$ cat src/rtl/exp_pkg.sv
// Shared widths and FSM state encodings for the exponent engine and its multiplier.
package exp_pkg;
  localparam int W_OP        = 8;
  localparam int W_RES       = 16;
  localparam int W_PROD      = W_RES + W_OP;
  localparam int MUL_STEPS   = 8;
  localparam int ITER_CYCLES = MUL_STEPS + 1;

  typedef logic [2:0] state_t;

  localparam logic [2:0] IDLE   = 3'd0;
  localparam logic [2:0] LOAD   = 3'd1;
  localparam logic [2:0] MUL    = 3'd2;
  localparam logic [2:0] ACC    = 3'd3;
  localparam logic [2:0] FINISH = 3'd4;
endpackage

$ cat src/rtl/exp_mul16x8.sv
// Sequential LSB-first shift-add multiplier, 16x8 -> 24 bits, one step per cycle.
module exp_mul16x8
  import exp_pkg::*;
(
  input  logic              clk,
  input  logic              rst,
  input  logic              go_i,
  input  logic [W_RES-1:0]  mcand_i,
  input  logic [W_OP-1:0]   mplier_i,
  output logic [W_PROD-1:0] prod_o,
  output logic              rdy_o
);
  logic [W_PROD-1:0] mcand_q, prod_q;
  logic [W_OP-1:0]   mplier_q;
  logic [3:0]        step_q;
  logic              run_q, rdy_q;

  // The go cycle performs step 1, so rdy lands exactly 8 steps after go.
  always_ff @(posedge clk or negedge rst) begin
    if (!rst) begin
      mcand_q  <= '0;
      prod_q   <= '0;
      mplier_q <= '0;
      step_q   <= '0;
      run_q    <= 1'b0;
      rdy_q    <= 1'b0;
    end else begin
      rdy_q <= 1'b0;
      if (go_i) begin
        mcand_q  <= W_PROD'(mcand_i) << 1;
        mplier_q <= mplier_i >> 1;
        prod_q   <= mplier_i[0] ? W_PROD'(mcand_i) : '0;
        step_q   <= 4'd1;
        run_q    <= 1'b1;
      end else if (run_q) begin
        if (mplier_q[0]) prod_q <= prod_q + mcand_q;
        mcand_q  <= mcand_q << 1;
        mplier_q <= mplier_q >> 1;
        step_q   <= step_q + 4'd1;
        if (step_q == 4'(MUL_STEPS - 1)) begin
          run_q <= 1'b0;
          rdy_q <= 1'b1;
        end
      end
    end
  end

  assign prod_o = prod_q;
  assign rdy_o  = rdy_q;
endmodule

$ cat src/rtl/exp_fsmd_core.sv
// Exponent engine: res = a^n (truncated to W_RES) by repeated shift-add multiplies.
module exp_fsmd_core
  import exp_pkg::*;
(
  input  logic             clk,
  input  logic             rst,
  input  logic             start,
  input  logic [W_OP-1:0]  a_in,
  input  logic [W_OP-1:0]  n_in,
  output logic [W_OP-1:0]  a_out,
  output logic [W_OP-1:0]  n_out,
  output logic [W_RES-1:0] res,
  output logic             overflow,
  output logic             busy,
  output logic             done,
  output logic             done_pulse
);
  state_t            state_q, state_d;
  logic [W_OP-1:0]   a_q, n_q, cnt_q, cnt_dec;
  logic [W_RES-1:0]  res_q, mcand;
  logic              ovf_q, busy_q, done_q, dp_q;
  logic              go, mul_rdy;
  logic [W_PROD-1:0] prod;

  assign cnt_dec = cnt_q - {{(W_OP-1){1'b0}}, 1'b1};

  always_comb begin
    state_d = state_q;
    go      = 1'b0;
    mcand   = res_q;
    case (state_q)
      IDLE:   if (start) state_d = LOAD;
      LOAD: begin
        if (cnt_q == '0) state_d = FINISH;
        else begin
          go      = 1'b1;
          state_d = MUL;
        end
      end
      MUL:    if (mul_rdy) state_d = ACC;
      ACC: begin
        // Next multiply must use the product being committed this cycle.
        mcand = prod[W_RES-1:0];
        if (cnt_dec == '0) state_d = FINISH;
        else begin
          go      = 1'b1;
          state_d = MUL;
        end
      end
      FINISH: state_d = IDLE;
      default: state_d = IDLE;
    endcase
  end

  always_ff @(posedge clk or negedge rst) begin
    if (!rst) begin
      state_q <= IDLE;
      a_q     <= '0;
      n_q     <= '0;
      cnt_q   <= '0;
      res_q   <= '0;
      ovf_q   <= 1'b0;
      busy_q  <= 1'b0;
      done_q  <= 1'b0;
      dp_q    <= 1'b0;
    end else begin
      state_q <= state_d;
      dp_q    <= 1'b0;
      case (state_q)
        IDLE: if (start) begin
          a_q    <= a_in;
          n_q    <= n_in;
          cnt_q  <= n_in;
          res_q  <= {{(W_RES-1){1'b0}}, 1'b1};
          ovf_q  <= 1'b0;
          done_q <= 1'b0;
          busy_q <= 1'b1;
        end
        ACC: begin
          res_q <= prod[W_RES-1:0];
          ovf_q <= ovf_q | (|prod[W_PROD-1:W_RES]);
          cnt_q <= cnt_dec;
        end
        FINISH: begin
          done_q <= 1'b1;
          dp_q   <= 1'b1;
          busy_q <= 1'b0;
        end
        default: ;
      endcase
    end
  end

  exp_mul16x8 u_mul (
    .clk      (clk),
    .rst      (rst),
    .go_i     (go),
    .mcand_i  (mcand),
    .mplier_i (a_q),
    .prod_o   (prod),
    .rdy_o    (mul_rdy)
  );

  assign a_out      = a_q;
  assign n_out      = n_q;
  assign res        = res_q;
  assign overflow   = ovf_q;
  assign busy       = busy_q;
  assign done       = done_q;
  assign done_pulse = dp_q;
endmodule

$ cat config.mk
export PLATFORM = sky130hd
export DESIGN_NAME = exp_fsmd_core
export DESIGN_NICKNAME = d
export VERILOG_FILES = /design/src/rtl/exp_pkg.sv /design/src/rtl/exp_mul16x8.sv /design/src/rtl/exp_fsmd_core.sv
export SDC_FILE = /design/constraint.sdc
export NUM_CORES = 1
export LEC_CHECK = 0
export CAP_MARGIN = 30
export CORE_MARGIN = 2
export CORE_UTILIZATION = 50
export CTS_CLUSTER_SIZE = 14
export DETAILED_ROUTE_END_ITERATION = 6
export PLACE_DENSITY = 0.81
export SLEW_MARGIN = 25
export SYNTH_ARGS = -nofsm -noshare
export SYNTH_HDL_FRONTEND = slang
export SYNTH_SLANG_ARGS = --single-unit
$ cat constraint.sdc
create_clock -name clk -period 3.5 [get_ports clk]
set_input_delay 0.7 -clock clk [delete_from_list [all_inputs] [get_ports clk]]
set_output_delay 0.7 -clock clk [all_outputs]
set_load 0.02 [all_outputs]
-- Yosys cells after proc, flatten, opt, wreduce, memory -nomap -nowiden
Index checks and enable logic that the tools add are counted.
- bitwise operators: 1
- reduce and logical (&&, ||, !) cells: 13
- equal/unequal tests: 7
- muxes and demuxes: 35
- $add $sub $neg: 3
- operators by type and width (cell ; number):
    $mux 24 ; 5
    $mux 16 ; 3
    $pmux 16 s2 ; 1
    $add 24x24->24 ; 1
    $mux 8 ; 3
    $logic_not 8->1 ; 2
    $pmux 8 s2 ; 1
    $mux 3 ; 4
    $pmux 3 s4 ; 1
    $mux 1 ; 11
    $reduce_and 2->1 ; 5
    $mux 4 ; 2
    $pmux 1 s2 ; 4
    $reduce_bool 2->1 ; 4
    $reduce_or 8->1 ; 1
    $sub 8x1->8 const B ; 1
    $eq 3x2->1 const B ; 2
    $add 4x1->4 const B ; 1
    $eq 4x3->1 const B ; 1
    $eq 3x1->1 const B ; 1
    $eq 3x3->1 const B ; 1
    $logic_not 3->1 ; 1
    $ne 2x1->1 const B ; 1
    $ne 2x2->1 const B ; 1
    $or 1x1->1 ; 1
- register bits after elaboration: 109
- bits of input ports: 19

-- Logic depth before layout (Yosys ltp)
Gate-level depths: netlist (run 1).
- word-level depth: 6
- mapped depth: 11
- depth with buffers taken out: 9

-- By module
Synthesis (run 1) repeated with hierarchy kept, for this count alone.
- cell total of the unflattened synthesis: 683
- area total of the unflattened synthesis: 6098.3 um^2
- modules (own cells, without submodules) (module ; instances ; sequential area each (um^2) ; area each (um^2) ; cells each):
    exp_mul16x8 ; 1 ; 1501.4 ; 3819.9 ; 430
    exp_fsmd_core ; 1 ; 1176.1 ; 2278.4 ; 253

-- Least setup slack after synthesis (run 1)
No wires, ideal clock.
- path kind: flip-flop to flip-flop
- from: register u_mul.prod_q[1], in the netlist u_mul.prod_o[1]
- to: register u_mul.prod_q[19], in the netlist u_mul.prod_o[19]
- clock period less this slack: 2458 ps
- slack: 1042 ps
- cell stages (with the launch flop): 10
- buffers on the path: 0
- data arrival time: 2376 ps
- library setup time: 82 ps
- data required time: 3418 ps
- path through: dfrtp_1 > ha_1 > fa_1 > a211oi_1 > o21ba_2 > nor4b_1 > nor3_2 > nor2_1 > or3_1 > a31oi_1
- longest elaborated chain between the ends: 4
- RTL lines (item ; line ; source):
    start: declaration ; exp_mul16x8.sv:13 ; logic [W_PROD-1:0] mcand_q, prod_q;
    start signal: assignment ; exp_mul16x8.sv:32 ; prod_q <= mplier_i[0] ? W_PROD'(mcand_i) : '0;
    start signal: assignment ; exp_mul16x8.sv:36 ; if (mplier_q[0]) prod_q <= prod_q + mcand_q;
    $add 24x24->24 ; exp_mul16x8.sv:36 ;
    $mux 24 ; exp_mul16x8.sv:36 ;
    $mux 24 ; exp_mul16x8.sv:35 ; end else if (run_q) begin
    $mux 24 ; exp_mul16x8.sv:29 ; if (go_i) begin
No other way between the ends. The select of a mux whose other input is x is not followed.
A chain may end at the register's enable or synchronous reset.

-- Final worst setup path (run 1)
Ends and elaborated chain as after synthesis.

==> results.toml, run 1 <==
[clock_network]
cts_setup_buffers = 0
numClockSinks = 107
cts_hold_buf = 0
numCtsBuffers = 9
cts_buffer_depth = 2
ctsHtreeMaxLevel = 3
cts_resized = 0
insertion_delay_ns = 0.36
clk_pin_slew_ns = 0.08
cts_tree = "built"
cts-root-buf = "clkbuf_16"

[floorplanning]
coreArea_sq_um = 11900
die_area_sq_um = 13000
die_y_microns = 114
start_util = 0.507
die_x_microns = 114
rows = 40
ios = 55

[sta]
fmax_mhz = 359
final-hold-violation-count = 0
finClkSkew_ns = 0.0144
slew_violations = 0
tightestPinTransition_ns = 0.799
setup-tns-final_ns = 0
rsz0062_at_grt = "no"
fin_crit_sh = 0.797
layout_min_cycle_time_ns = 2.79
slew_headroom = 0.467
finalSetupViolCount = 0

[worst_setup_path]
cp-end-kind = "flop"
crit_path_max_fanout = 4
start_kind = "flop"
r2r_end = "u_mul.prod_o[19]"
r2r_start = "u_mul.prod_o[1]"
arrival_ns = 3.07
r2r_cells = 9
r2r_slack_ns = 0.71
cp.required_ns = 3.78
path_class = "reg -> reg"

[power_and_ir_drop]
clkPwrFrac = 0.144
combPwrFrac = 0.535
p_int_w = 0.00387
power_density_nw_per_um2 = 1000
p_sw_frac = 0.449
netSwitchingPower_w = 0.00315
irDropWorstVdd_uv = 456
seq_power_share = 0.321
power.leakage_nw = 3.10

[flow_run]
drv_cap = 0

[finish]
multi_input_area_sq_um = 3160
syn_to_final_growth_pct = 15.7
fill_cells = 1027
drive_above_1_share = 0.0500
diodes = 0
nNetsFinal = 741
final_area_sq_um = 6990
regArea_sq_um = 2680

[drt]
wl_per_cell_microns = 16.1
detail_route.wirelength_mm = 13.6
remaining_drc_errors = 0
vias = 5023
vias_per_cell = 5.93
ant_nets = 0
first_pass_iters = 6
drt_iter0_markers = 311

[grt]
grt_pass1_wl_mm = 23.4
grt_max_degree = 62
grt_pass1_vias = 5108
grt.total_usage = 0.224
antenna_found_initial = 0
gr-total-overflow = 0

[place]
io_buffers = 54
placed_cell_area_sq_um = 6700
gp_congestion = 0.920
place_hpwl_mm = 9.38

[yosys]
yosysWarningCount = 0
yosysSeqAreaShare = 0.443
synthDominantCellAreaShare = 0.443
netlist_top_cells_area = "dfrtp_1 44%, nand2_1 6.6%, mux2i_1 5.6%"
netlist_area_sq_um = 6040
ys_async_sr_fraction = 1.00
synth_fp_nets = 708
synth_flop_cell = "dfrtp_1"
ys_seq_elements = 107
synth_cell_types = 56
syn_area_per_cell_sq_um = 9.13
synth_edf_count = 0
syn-instance-count = 662
yosysTopAreaCell = "dfrtp_1"

[run_status]
status = "complete, no violations"

[min_path]
holdCritPathClass = "in -> async"
## registers in the layout, indices dropped and copies added, names as in the netlist, 4 cells and up
| register | cells |
|---|---|
| a_out | 8 |
| n_out | 8 |
| u_mul.mplier_q | 7 |
| u_mul.step_q | 4 |
| u_mul.prod_o | 24 |
| res | 16 |
| cnt_q | 8 |
| u_mul.mcand_q | 23 |
## synth_stat cells (5+ instances only)
| master | count |
|---|---|
| a211oi_1 | 20 |
| a21o_1 | 5 |
| a21oi_1 | 43 |
| a22o_1 | 15 |
| a31oi_1 | 10 |
| buf_2 | 5 |
| clkbuf_1 | 34 |
| dfrtp_1 | 107 |
| ha_1 | 26 |
| inv_1 | 10 |
| mux2i_1 | 34 |
| nand2_1 | 106 |
| nand2b_1 | 6 |
| nand3_1 | 15 |
| nand4_1 | 8 |
| nor2_1 | 45 |
| nor2b_1 | 19 |
| nor3_1 | 16 |
| o211ai_1 | 7 |
| o21a_1 | 8 |
| o21ai_0 | 47 |
| o31ai_1 | 7 |
| or3_1 | 6 |
| xnor2_1 | 9 |
| xor2_1 | 5 |
## area by class of cell
cell class | instances | share of cell area
Tap cell | 147 | 0.0263
Clock buffer | 11 | 0.0361
Multi-Input combinational cell | 503 | 0.452
Clock inverter | 5 | 0.00608
Sequential cell | 107 | 0.383
Inverter | 10 | 0.00537
Timing Repair Buffer | 64 | 0.0912
## power groups by stage
stage | combinational [W] | clock [W] | sequential, W
4_1_cts | 0.00375 | 0.00103 | 0.00225
2_1_floorplan | 0.00261 | 0 | 0.00230
5_1_grt | 0.00418 | 0.00107 | 0.00233
6_report | 0.00375 | 0.00101 | 0.00226
3_3_place_gp | 0.00362 | 0 | 0.00224
3_5_place_dp | 0.00373 | 0 | 0.00226
## metal layers
layer,vias up,share of wire,track usage
li1,2445,-,-
met1,2412,0.44,0.281
met4,0,0.019,0.0813
met3,23,0.061,0.0606
met5,-,0,0
met2,143,0.48,0.375
## kinds of logic (layout without fill, tap and decap cells)
logic type	after synthesis	count (layout)	synth area share
AND/OR/NAND/NOR	243	243	0.190
AO/OA/AOI/OAI	185	185	0.197
flip-flops	107	107	0.443
buffers and inverters	52	90	0.0358
multiplexers	34	34	0.0563
adder cells (fa/ha/maj)	27	27	0.0571
XOR/XNOR	14	14	0.0203
## worst max-delay path by stage
| stage | start | to | slack [ns] | depth (start not counted) |
|---|---|---|---|---|
| 2_1_floorplan | u_mul.prod_o[1] | u_mul.prod_o[19] | 1.04 | 9 |
| 3_3_place_gp | u_mul.prod_o[1] | u_mul.prod_o[19] | 0.88 | 9 |
| 3_5_place_dp | u_mul.prod_o[1] | u_mul.prod_o[19] | 0.76 | 9 |
| 4_1_cts | u_mul.prod_o[1] | u_mul.prod_o[19] | 0.77 | 9 |
| 5_1_grt | u_mul.prod_o[1] | u_mul.prod_o[19] | 0.57 | 9 |
| 6_report | u_mul.prod_o[1] | u_mul.prod_o[19] | 0.71 | 9 |
## cells in the final DEF, fill, tap and decap left out, types with 9 or more instances in the layout
cell type	Yosys	layout
nor2_1	45	45
buf_4	0	9
inv_1	10	10
a22o_1	15	15
nand2_1	106	106
nor2b_1	19	19
a211oi_1	20	20
ha_1	26	26
clkbuf_16	0	9
o21ai_0	47	47
nor3_1	16	16
xnor2_1	9	9
dfrtp_1	107	106
a31oi_1	10	10
a21oi_1	43	43
nand3_1	15	15
mux2i_1	34	34
clkdlybuf4s50_1	0	53
## per-stage QoR
| step | power [W] | hold WS (ns) | cells | util | setup slack, ns |
|---|---|---|---|---|---|
| global placement | 0.00586 | 0.455 | 831 | 0.562 | 0.883 |
| CTS | 0.00703 | 0.460 | 847 | 0.587 | 0.769 |
| global route | 0.00758 | 0.504 | 847 | 0.587 | 0.568 |
| floorplan | 0.00491 | 0.404 | 662 | - | 1.04 |
| finish | 0.00702 | 0.434 | 847 | 0.587 | 0.711 |
| detailed placement | 0.00599 | 0.462 | 831 | 0.562 | 0.759 |
## critical path, stage by stage, from the launching register on
cell	delay, ns
dfrtp_1	0.42
ha_1	0.26
fa_1	0.43
a211oi_1	0.36
o21ba_2	0.23
nor4b_1	0.06
nor3_2	0.27
nor2_1	0.15
or3_1	0.37
a31oi_1	0.16
No activity file was read; power rests on OpenSTA's default activity.
==> run 2: changes to the inputs <==
- PLACE_DENSITY: 0.81 -> 0.84
- clock period: 3.5 -> 2.55 ns (I/O delays scaled with it)
==> run 2 against run 1 <==
Die area stayed put. Global-route usage is 1.2 points higher. Setup slack worse by 0.58 ns. Sequential power rose by 38%.
==> results.toml, run 2 (synthesis results as in run 1) <==
[grt]
grt_max_degree = 44
gr-total-overflow = 0
grt.total_usage = 0.237
grt_pass1_wl_mm = 24.8
grt_pass1_vias = 5164
antenna_found_initial = 0

[floorplanning]
die_area_sq_um = 13000
ios = 55
rows = 40
die_x_microns = 114
coreArea_sq_um = 11900
start_util = 0.507
die_y_microns = 114

[clock_network]
clk_pin_slew_ns = 0.07
cts-root-buf = "clkbuf_16"
cts_buffer_depth = 2
numCtsBuffers = 9
insertion_delay_ns = 0.36
ctsHtreeMaxLevel = 3
cts_tree = "built"
numClockSinks = 107

[sta]
holdWs_ns = 0.0819
slew_violations = 0
slew_headroom = 0.359
setup_ws_ns = 0.133
fin_crit_sh = 0.948
tightestPinTransition_ns = 0.958
fmax_mhz = 414
finClkSkew_ns = 0.00817
rsz0062_at_grt = "yes"
layout_min_cycle_time_ns = 2.42
finalSetupViolCount = 0
final-hold-violation-count = 0

[drt]
first_pass_iters = 5
vias = 5154
wl_per_cell_microns = 16.9
drt_iter0_markers = 319
detail_route.wirelength_mm = 14.6
vias_per_cell = 5.96
remaining_drc_errors = 0
ant_nets = 0

[finish]
diodes = 0
drive_above_1_share = 0.0850
syn_to_final_growth_pct = 18.6
final_cell_mix = "106 x nand2_1, 104 x dfrtp_1, 53 x clkdlybuf4s50_1"
nNetsFinal = 760
final_common_cell = "nand2_1"
largest_reg_flops = 24

[run_status]
status = "complete, no violations"

[power_and_ir_drop]
irDropWorstVdd_uv = 784
power.leakage_nw = 3.18
power_density_nw_per_um2 = 1380

[worst_setup_path]
cp.required_ns = 2.84
cp-end-kind = "flop"
arrival_ns = 2.71
start_kind = "flop"
crit_path_max_fanout = 3
r2r_slack_ns = 0.13
path_class = "reg -> reg"

[place]
pre_cts_ws_ns = -0.0125
place_hpwl_mm = 10.4
io_buffers = 54
gp_congestion = 0.879

[flow_run]
drv_cap = 0

[min_path]
holdCritPathClass = "in -> async"
## run 2: area by class of cell
class | instances | area, sq um
tap | 147 | 184
clock buffer | 11 | 243
timing repair buffer | 83 | 797
clock inverter | 4 | 33.8
fill | 1026 | 4740
sequential | 107 | 2680
multi-input combinational | 503 | 3190
inverter | 10 | 37.5
## run 2: final timing paths
path | start | cells after the start | to
max in group asynchronous | rst | 3 | cnt_q[6]
hold / removal | rst | 1 | u_mul.mcand_q[23]
setup reg to reg | u_mul.mcand_q[1] | 9 | u_mul.prod_o[23]
min in group clk | n_out[5] | 2 | n_out[5]
hold reg to reg | n_out[5] | 2 | n_out[5]
setup / recovery | u_mul.mcand_q[1] | 9 | u_mul.prod_o[23]
## run 2: stage by stage
step	area, sq um	setup TNS (ns)	util	cells	power (W)
floorplan	6040	0	-	662	0.00674
global placement	6850	0	0.575	849	0.00826
detailed placement	6850	-0.0125	0.575	849	0.00847
CTS	7130	0	0.598	864	0.00985
global route	7170	-0.0574	0.602	865	0.0107
finish	7170	0	0.602	865	0.00991
## run 2: layer usage
| layer | GRT usage | share of wire | vias to the layer above |
|---|---|---|---|
| met5 | 0 | 0 | - |
| met4 | 0.0829 | 0.017 | 0 |
| met3 | 0.0553 | 0.055 | 20 |
| met2 | 0.406 | 0.50 | 124 |
| met1 | 0.294 | 0.43 | 2526 |
| li1 | - | - | 2484 |
## run 2: power breakdown
part | total, W | internal [W] | switching, W | leakage (nW)
combinational | 0.00546 | 0.00237 | 0.00309 | 1.69
clock | 0.00133 | 0.000693 | 0.000639 | 0.133
sequential | 0.00312 | 0.00242 | 0.000701 | 1.36
## run 2: what timing repair did
action | 4_1_cts | 5_1_grt
buffers inserted | 0 | 1
resized for setup | 1 | 11
pin swaps | 0 | 3
endpoints found under the setup margin | 2 | 8
hold buffers | 0 | 0
## run 2: worst max-delay path, stage by stage (launching register included)
cell	delay, ns
dfrtp_1	0.40
ha_2	0.21
fa_2	0.36
a211oi_2	0.28
o21ai_0	0.13
a21oi_1	0.20
nor4b_1	0.10
or3_1	0.34
a31oi_1	0.20
nand2b_1	0.14
